## config.mk

```make
export PLATFORM = sky130hd
export DESIGN_NAME = bru_bpred_flat
export DESIGN_NICKNAME = d
export VERILOG_FILES = /design/src/rtl/bru_bpred_if.sv /design/src/rtl/bru_bpred.sv /design/src/flat_wrapper.sv
export SDC_FILE = /design/constraint.sdc
export NUM_CORES = 2
export LEC_CHECK = 0
export CELL_PAD_IN_SITES_DETAIL_PLACEMENT = 0
export CELL_PAD_IN_SITES_GLOBAL_PLACEMENT = 1
export CORE_AREA = 2 2 473 475
export DETAILED_ROUTE_END_ITERATION = 16
export DIE_AREA = 0 0 475 477
export PLACE_DENSITY_LB_ADDON = 0.1
export SYNTH_ARGS = -nofsm -noshare
export SYNTH_HDL_FRONTEND = slang
export SYNTH_SLANG_ARGS = --single-unit
```

## constraint.sdc

```tcl
create_clock -name clk -period 23.2 [get_ports clk]
set_input_delay 5.8 -clock clk [delete_from_list [all_inputs] [get_ports clk]]
set_output_delay 5.8 -clock clk [all_outputs]
set_load 0.1 [all_outputs]
```

## src/rtl/bru_bpred_if.sv

```systemverilog
// Fetch/execute-facing bundle of the branch/PC unit: fetch PC, prediction, resolve operands, redirect, counters.
// Latency: n/a (wiring only); the slave side produces prediction and redirect combinationally.
// Backpressure: i_stall holds the fetch PC; a redirect overrides a stall.
interface bru_bpred_if #(
  parameter int XLEN  = 64,
  parameter int CNT_W = 32
);
  logic             i_stall;
  logic [XLEN-1:0]  o_pc;
  logic             o_pred_taken;
  logic [XLEN-1:0]  o_pred_target;
  logic             i_res_valid;
  logic [XLEN-1:0]  i_res_pc;
  logic             i_res_brch;
  logic             i_res_jal;
  logic             i_res_jalr;
  logic [2:0]       i_res_bfunc3;
  logic [XLEN-1:0]  i_res_rs1;
  logic [XLEN-1:0]  i_res_rs2;
  logic [XLEN-1:0]  i_res_imm;
  logic             i_res_pred_taken;
  logic [XLEN-1:0]  i_res_pred_target;
  logic             o_redirect;
  logic [XLEN-1:0]  o_redirect_pc;
  logic [CNT_W-1:0] o_br_cnt;
  logic [CNT_W-1:0] o_mis_cnt;

  // Pipeline side: drives stall and resolve operands, consumes prediction/redirect.
  modport master (
    output i_stall, i_res_valid, i_res_pc, i_res_brch, i_res_jal, i_res_jalr,
           i_res_bfunc3, i_res_rs1, i_res_rs2, i_res_imm, i_res_pred_taken,
           i_res_pred_target,
    input  o_pc, o_pred_taken, o_pred_target, o_redirect, o_redirect_pc,
           o_br_cnt, o_mis_cnt
  );

  // Branch unit side.
  modport slave (
    input  i_stall, i_res_valid, i_res_pc, i_res_brch, i_res_jal, i_res_jalr,
           i_res_bfunc3, i_res_rs1, i_res_rs2, i_res_imm, i_res_pred_taken,
           i_res_pred_target,
    output o_pc, o_pred_taken, o_pred_target, o_redirect, o_redirect_pc,
           o_br_cnt, o_mis_cnt
  );
endinterface

```

## src/rtl/bru_bpred.sv

```systemverilog
// Fetch PC owner with direct-mapped BTB + 2-bit counters; resolves B/J/JALR and redirects on mispredict.
// Latency: prediction combinational from o_pc, redirect same cycle as resolve, BTB write visible next cycle.
// Backpressure: i_stall holds o_pc unless a redirect is raised, which always loads the corrected PC.
module bru_bpred #(
  parameter int              XLEN      = 64,
  parameter logic [XLEN-1:0] RESET_PC  = XLEN'(64'h8000_0000),
  parameter int              BTB_IDX_W = 4,
  parameter int              CNT_W     = 32
) (
  input logic         clk,
  input logic         rst,
  bru_bpred_if.slave  bus
);
  localparam int N     = 1 << BTB_IDX_W;
  localparam int TAG_W = XLEN - BTB_IDX_W - 2;

  // BTB storage: control bits are reset, tag/target are qualified by valid.
  logic [N-1:0]     btb_vld;
  logic [N-1:0]     btb_jmp;
  logic [1:0]       btb_ctr [N];
  logic [TAG_W-1:0] btb_tag [N];
  logic [XLEN-1:0]  btb_tgt [N];

  logic [XLEN-1:0]  pc_q;
  logic [CNT_W-1:0] br_cnt_q;
  logic [CNT_W-1:0] mis_cnt_q;

  // Fetch-side lookup
  logic [BTB_IDX_W-1:0] f_idx;
  logic [TAG_W-1:0]     f_tag;
  logic                 f_hit;
  logic                 pred_taken;
  logic [XLEN-1:0]      pred_target;

  assign f_idx       = pc_q[BTB_IDX_W+1:2];
  assign f_tag       = pc_q[XLEN-1:BTB_IDX_W+2];
  assign f_hit       = btb_vld[f_idx] && (btb_tag[f_idx] == f_tag);
  assign pred_taken  = f_hit && (btb_jmp[f_idx] || btb_ctr[f_idx][1]);
  assign pred_target = pred_taken ? btb_tgt[f_idx] : (pc_q + XLEN'(4));

  assign bus.o_pc          = pc_q;
  assign bus.o_pred_taken  = pred_taken;
  assign bus.o_pred_target = pred_target;

  // Resolve-side signals
  logic                 is_ctrl;
  logic [XLEN:0]        diff;
  logic                 eq, lt, ltu, cond;
  logic                 taken;
  logic [XLEN-1:0]      target;
  logic [XLEN-1:0]      actual;
  logic                 mispred;
  logic                 redirect;
  logic [BTB_IDX_W-1:0] r_idx;
  logic [TAG_W-1:0]     r_tag;
  logic                 r_hit;

  // Branch condition, target and mispredict detection for the execute-stage instruction
  always_comb begin
    is_ctrl = bus.i_res_brch | bus.i_res_jal | bus.i_res_jalr;
    // Borrow out of the widened subtract is the unsigned less-than; a zero difference means equal.
    diff    = {1'b0, bus.i_res_rs1} - {1'b0, bus.i_res_rs2};
    ltu     = diff[XLEN];
    eq      = (diff == '0);
    lt      = $signed(bus.i_res_rs1) < $signed(bus.i_res_rs2);
    cond    = 1'b0;
    case (bus.i_res_bfunc3)
      3'b000:  cond = eq;
      3'b001:  cond = !eq;
      3'b100:  cond = lt;
      3'b101:  cond = !lt;
      3'b110:  cond = ltu;
      3'b111:  cond = !ltu;
      default: cond = 1'b0;
    endcase
    taken   = (bus.i_res_brch & cond) | bus.i_res_jal | bus.i_res_jalr;
    target  = bus.i_res_jalr ? ((bus.i_res_rs1 + bus.i_res_imm) & ~XLEN'(1))
                             : (bus.i_res_pc + bus.i_res_imm);
    actual  = taken ? target : (bus.i_res_pc + XLEN'(4));
    // A non-control instruction that was predicted taken hit a stale BTB entry.
    if (is_ctrl) begin
      mispred = (taken != bus.i_res_pred_taken) ||
                (taken && (target != bus.i_res_pred_target));
    end else begin
      mispred = bus.i_res_pred_taken;
    end
    redirect = bus.i_res_valid & mispred;
    r_idx    = bus.i_res_pc[BTB_IDX_W+1:2];
    r_tag    = bus.i_res_pc[XLEN-1:BTB_IDX_W+2];
    r_hit    = btb_vld[r_idx] && (btb_tag[r_idx] == r_tag);
  end

  assign bus.o_redirect    = redirect;
  assign bus.o_redirect_pc = actual;
  assign bus.o_br_cnt      = br_cnt_q;
  assign bus.o_mis_cnt     = mis_cnt_q;

  // Fetch PC: redirect beats stall, otherwise follow the prediction
  always_ff @(posedge clk) begin
    if (rst) begin
      pc_q <= RESET_PC;
    end else if (redirect) begin
      pc_q <= actual;
    end else if (!bus.i_stall) begin
      pc_q <= pred_target;
    end
  end

  // BTB control bits: train counters on hits, allocate on taken misses, drop stale entries
  always_ff @(posedge clk) begin
    if (rst) begin
      btb_vld <= '0;
      btb_jmp <= '0;
      for (int i = 0; i < N; i++) begin
        btb_ctr[i] <= 2'b01;
      end
    end else if (bus.i_res_valid && is_ctrl) begin
      if (r_hit) begin
        if (taken) begin
          if (btb_ctr[r_idx] != 2'b11) btb_ctr[r_idx] <= btb_ctr[r_idx] + 2'b01;
          btb_jmp[r_idx] <= bus.i_res_jal | bus.i_res_jalr;
        end else if (btb_ctr[r_idx] != 2'b00) begin
          btb_ctr[r_idx] <= btb_ctr[r_idx] - 2'b01;
        end
      end else if (taken) begin
        btb_vld[r_idx] <= 1'b1;
        btb_jmp[r_idx] <= bus.i_res_jal | bus.i_res_jalr;
        btb_ctr[r_idx] <= 2'b10;
      end
    end else if (bus.i_res_valid && bus.i_res_pred_taken && r_hit) begin
      btb_vld[r_idx] <= 1'b0;
    end
  end

  // BTB tag/target: written on every taken control resolve (hit refresh or allocation)
  always_ff @(posedge clk) begin
    if (bus.i_res_valid && is_ctrl && taken) begin
      btb_tag[r_idx] <= r_tag;
      btb_tgt[r_idx] <= target;
    end
  end

  // Performance counters, saturating at all-ones
  always_ff @(posedge clk) begin
    if (rst) begin
      br_cnt_q  <= '0;
      mis_cnt_q <= '0;
    end else begin
      if (bus.i_res_valid && is_ctrl && (br_cnt_q != '1)) br_cnt_q <= br_cnt_q + CNT_W'(1);
      if (redirect && (mis_cnt_q != '1)) mis_cnt_q <= mis_cnt_q + CNT_W'(1);
    end
  end
endmodule

```

## src/flat_wrapper.sv

```systemverilog
// flat-port wrapper written by rule: the top's interface ports become plain ports
module bru_bpred_flat 
#(
  parameter int              XLEN      = 64,
  parameter logic [XLEN-1:0] RESET_PC  = XLEN'(64'h8000_0000),
  parameter int              BTB_IDX_W = 4,
  parameter int              CNT_W     = 32
)
  (clk, rst, bus_i_stall, bus_i_res_valid, bus_i_res_pc, bus_i_res_brch, bus_i_res_jal, bus_i_res_jalr, bus_i_res_bfunc3, bus_i_res_rs1, bus_i_res_rs2, bus_i_res_imm, bus_i_res_pred_taken, bus_i_res_pred_target, bus_o_pc, bus_o_pred_taken, bus_o_pred_target, bus_o_redirect, bus_o_redirect_pc, bus_o_br_cnt, bus_o_mis_cnt);
  bru_bpred_if #(.XLEN(XLEN), .CNT_W(CNT_W)) bus_i ();
  input logic clk;
  input logic rst;
  input wire logic [$bits(bus_i.i_stall)-1:0] bus_i_stall;
  input wire logic [$bits(bus_i.i_res_valid)-1:0] bus_i_res_valid;
  input wire logic [$bits(bus_i.i_res_pc)-1:0] bus_i_res_pc;
  input wire logic [$bits(bus_i.i_res_brch)-1:0] bus_i_res_brch;
  input wire logic [$bits(bus_i.i_res_jal)-1:0] bus_i_res_jal;
  input wire logic [$bits(bus_i.i_res_jalr)-1:0] bus_i_res_jalr;
  input wire logic [$bits(bus_i.i_res_bfunc3)-1:0] bus_i_res_bfunc3;
  input wire logic [$bits(bus_i.i_res_rs1)-1:0] bus_i_res_rs1;
  input wire logic [$bits(bus_i.i_res_rs2)-1:0] bus_i_res_rs2;
  input wire logic [$bits(bus_i.i_res_imm)-1:0] bus_i_res_imm;
  input wire logic [$bits(bus_i.i_res_pred_taken)-1:0] bus_i_res_pred_taken;
  input wire logic [$bits(bus_i.i_res_pred_target)-1:0] bus_i_res_pred_target;
  output wire logic [$bits(bus_i.o_pc)-1:0] bus_o_pc;
  output wire logic [$bits(bus_i.o_pred_taken)-1:0] bus_o_pred_taken;
  output wire logic [$bits(bus_i.o_pred_target)-1:0] bus_o_pred_target;
  output wire logic [$bits(bus_i.o_redirect)-1:0] bus_o_redirect;
  output wire logic [$bits(bus_i.o_redirect_pc)-1:0] bus_o_redirect_pc;
  output wire logic [$bits(bus_i.o_br_cnt)-1:0] bus_o_br_cnt;
  output wire logic [$bits(bus_i.o_mis_cnt)-1:0] bus_o_mis_cnt;
  assign bus_i.i_stall = bus_i_stall;
  assign bus_i.i_res_valid = bus_i_res_valid;
  assign bus_i.i_res_pc = bus_i_res_pc;
  assign bus_i.i_res_brch = bus_i_res_brch;
  assign bus_i.i_res_jal = bus_i_res_jal;
  assign bus_i.i_res_jalr = bus_i_res_jalr;
  assign bus_i.i_res_bfunc3 = bus_i_res_bfunc3;
  assign bus_i.i_res_rs1 = bus_i_res_rs1;
  assign bus_i.i_res_rs2 = bus_i_res_rs2;
  assign bus_i.i_res_imm = bus_i_res_imm;
  assign bus_i.i_res_pred_taken = bus_i_res_pred_taken;
  assign bus_i.i_res_pred_target = bus_i_res_pred_target;
  assign bus_o_pc = bus_i.o_pc;
  assign bus_o_pred_taken = bus_i.o_pred_taken;
  assign bus_o_pred_target = bus_i.o_pred_target;
  assign bus_o_redirect = bus_i.o_redirect;
  assign bus_o_redirect_pc = bus_i.o_redirect_pc;
  assign bus_o_br_cnt = bus_i.o_br_cnt;
  assign bus_o_mis_cnt = bus_i.o_mis_cnt;
  bru_bpred #(.XLEN(XLEN), .RESET_PC(RESET_PC), .BTB_IDX_W(BTB_IDX_W), .CNT_W(CNT_W)) u_core (.clk(clk), .rst(rst), .bus(bus_i));
endmodule
```

==> metrics.md <==
| Metric | Value |
|---|---|
| Maximum clock rate | 47.71 MHz |
| CP max-delay cell | clkdlybuf4s50_1 |
| Final Core Density | 57.58% |
| Die height | 477 um |
| Worst min-delay path category | flop to flop |
| Crit-path max FO | 34 |
| Core region area | 221400 um^2 |
| Crit start category | primary input |
| H-tree Lvls | 4 |
| Ratio of cells with drive above 1 in the final layout | 20.56% |
| Root Buffer | clkbuf_16 |
| Syn nets | 7868 |
| DIE AREA | 226600 um^2 |
| Synth Area per Inst | 15.02 um^2 |
| Mapped Cells | 7338 |
| Starting Density | 49.77% |
| Initial antenna violation count | 44 |
| Cell class contributing the biggest share of worst-path delay | compound AO/OA/AOI/OAI gates |
| First-pass GRT wire length | 584700 um |
| Fin. max-slew vios | 0 |
| I/O Buffers | 588 |
| Grt total ovfl | 0 |
| CP required | 17400 ps |
| GP Congestion | 0.9764 |
| Seq/Total Area, Yosys | 57.03% |
| Final Hold Fails | 0 |
| Chip width | 475 um |
| Critical Path Max Stage Delay | 1340 ps |
| Tot GR Track Use | 37.36% |
| Clock latency on the worst-skew pair | 900 ps |
| Total CTS buffers | 218 |
| Crit. End Element | primary output |
| Clock Skews | 83.79 ps |
| Max-cap violations | 0 |
| FF+latch count, synth | 2148 |
| Total wire length | 427800 um |
| Pwr dens | 81.97 nW/um^2 |
| TritonCTS clock tree | done |
| Final nets | 8465 |
| Area Growth Syn to Fin | 15.68% |
| Row cnt | 173 |
| Dpl hpwl | 300600 um |
| Setup violators final | 0 |
| Async set or reset register ratio after synthesis | 0% |
| Hold-fix buffers at CTS | 0 |
| Post-synth top area cell | edfxtp_1 |
| Slew @ Worst Pin | 1447 ps |
| Clock sinks | 2148 |
| Status | finished, final reports clean |
| Total leakage power | 40.82 nW |
| Number of global-route vias before repair | 74500 |
| CP cell instances | clkdlybuf4s50_1 > ha_1 > o211ai_1 > a221oi_1 > o221ai_1 > a221o_1 > a2111oi_0 > o2111ai_1 > nor4_1 > nand4_1 > nor4_1 > nand4_1 > or4_1 > mux2i_2 > nor2_4 > buf_4 > a2bb2oi_1 > clkdlybuf4s50_1 |
| Cell variety after synth | 106 |
| Post-route setup TNS | 0 ps |
| Post-synth EDFFs | 1984 |
| Synth area leaders | edfxtp_1, mux4_2, dfxtp_1, ha_1, xnor2_1 |
| Number of gates resized after CTS | 0 |
| Yosys warnings | 0 |
| DRC | 0 |
| Max Root-Sink Buffers | 3 |
| RSZ-0062 raised after global routing | false |
| Period utilisation layout | 90.34% |
| Routed via count | 76380 |
| IO Count | 589 |
| CP Data Arrival Time | 15160 ps |
| Largest net degree at the start of global routing | 107 |
| DR pass1 iterations | 6 |
| WS Path Type | primary input to primary output |
| Bufs and invs on worst path | 3 |
| Yosys top cell area share | 54.06% |
| Vias per cell | 6.868 |
| Synth Cell Area | 110200 um^2 |
| Post-CTS setup buffer count | 0 |
| Initial detailed-routing violation count | 10900 |
| WL/cell | 38.47 um |
| Antenna-violating nets left | 0 |
| Peak VDD IR | 0.00008192 V |
| Most used DFF post-synth | edfxtp_1 |
| Reg clk slew, reported paths | 60 ps |
| Rel. slew slack | 3.072% |
| Final critical-path required period | 20960 ps |
-- path summary, 6_finish.rpt --
check / start / to / slack [ps] / cells past startpoint
min reg2reg: u_core.btb_jmp[14] / u_core.btb_jmp[14] / 480 / 2
max reg2reg: flop / u_core.bus.o_pc[44] / 14770 / 16
max: bus_i_res_rs1[63] / bus_o_redirect_pc[54] / 2240 / 18
min: u_core.btb_jmp[14] / u_core.btb_jmp[14] / 480 / 2
-- synthesized netlist by cell type (16+ instances only) --
cell,count
or3_1,31
nand3_1,212
edfxtp_1,1984
a21o_1,98
nor4_1,45
o21ai_0,265
xnor2_1,266
o21bai_1,30
dfxtp_1,164
a2bb2oi_1,47
o22ai_1,17
a211o_1,17
nor3_1,89
nor2_1,302
and4_1,22
a22o_1,37
o2111ai_1,16
nor2b_1,41
mux2i_1,62
a22oi_1,17
inv_1,166
o31ai_1,40
o211ai_1,39
nand4_1,153
xor2_1,201
mux4_2,928
a211oi_1,31
a31oi_1,27
o21a_1,38
buf_1,94
buf_2,61
nand2b_1,82
and3_1,43
ha_1,196
mux2_2,35
or4_1,38
clkbuf_1,296
nand2_1,468
a21oi_1,375
and2_1,24
-- placed cells by master (no fill, tap or decap), drive strengths merged, types with 170 or more instances in the layout --
cell type	instances
inv	170
clkbuf	256
nand2	468
ha	196
a21oi	377
nor2	302
xnor2	266
xor2	201
o21ai	277
edfxtp	1984
buf	262
clkdlybuf4s50	576
nand3	212
mux4	928
-- power breakdown --
part / switching [mW] / internal, mW / total, mW
Sequential: 0.0802 / 4.42 / 4.50
Clock: 1.56 / 1.99 / 3.55
Combinational: 1.62 / 0.775 / 2.40
-- logic make-up after synthesis --
kind of cell               count (synthesis)  synth area share (%)
muxes                                   1026                 19.90
AOI/OAI and AO/OA                       1253                 7.465
adders and majority gates                199                 2.280
and+or+nand+nor                         1616                 7.313
xor gates and xnor gates                 469                 3.753
buffers and inverters                    627                 2.259
DFF                                     2148                 57.03
-- sequential cells by signal, indices dropped and copies added (netlist names), named ones only --
signal	flops
u_core.btb_tgt	1024
u_core.bus.o_pc	64
u_core.btb_ctr	32
u_core.btb_jmp	16
u_core.bus.o_br_cnt	32
u_core.btb_tag	928
u_core.bus.o_mis_cnt	32
-- per-layer routing --
layer	track usage (%)	part of all wire (%)
met5	0	0.069
met4	22.88	7.3
met3	8.560	11
met2	57.42	46
met1	48.41	37
-- worst register-to-register path: cells and delay by family, from the launching register on --
family / cells / cell delay (ps)
buf+inv: 5 / 3290
mux: 3 / 1530
simple gates: 4 / 1090
flops: 1 / 910
compound gates: 3 / 860
xor+xnor: 1 / 590
-- stage by stage --
| stage | cells | worst slack, ps | power [mW] | instance area (um^2) | hold WS (ps) |
|---|---|---|---|---|---|
| 2_1_floorplan | 7338 | 5773 | 6.001 | 110200 | 445.5 |
| 3_5_place_dp | 10690 | 2470 | 6.942 | 120200 | 461.9 |
| 6_report | 11120 | 2242 | 10.45 | 127500 | 476.3 |
| 4_1_cts | 11100 | 2460 | 10.45 | 127400 | 473.1 |
| 5_1_grt | 11110 | 2412 | 10.71 | 127500 | 489.2 |
| 3_3_place_gp | 10690 | 2467 | 6.925 | 120200 | 455.9 |
-- cell type report --
cell class | count | area [um^2]
antenna | 22 | 55.05
tap | 2975 | 3722
multi-input combinational | 4563 | 45130
timing repair buffer | 838 | 7840
inverter | 166 | 623.1
sequential | 2148 | 62880
clock buffer | 256 | 5659
fill | 17360 | 93940
clock inverter | 153 | 1598
Power figures use the tool's default switching activity.
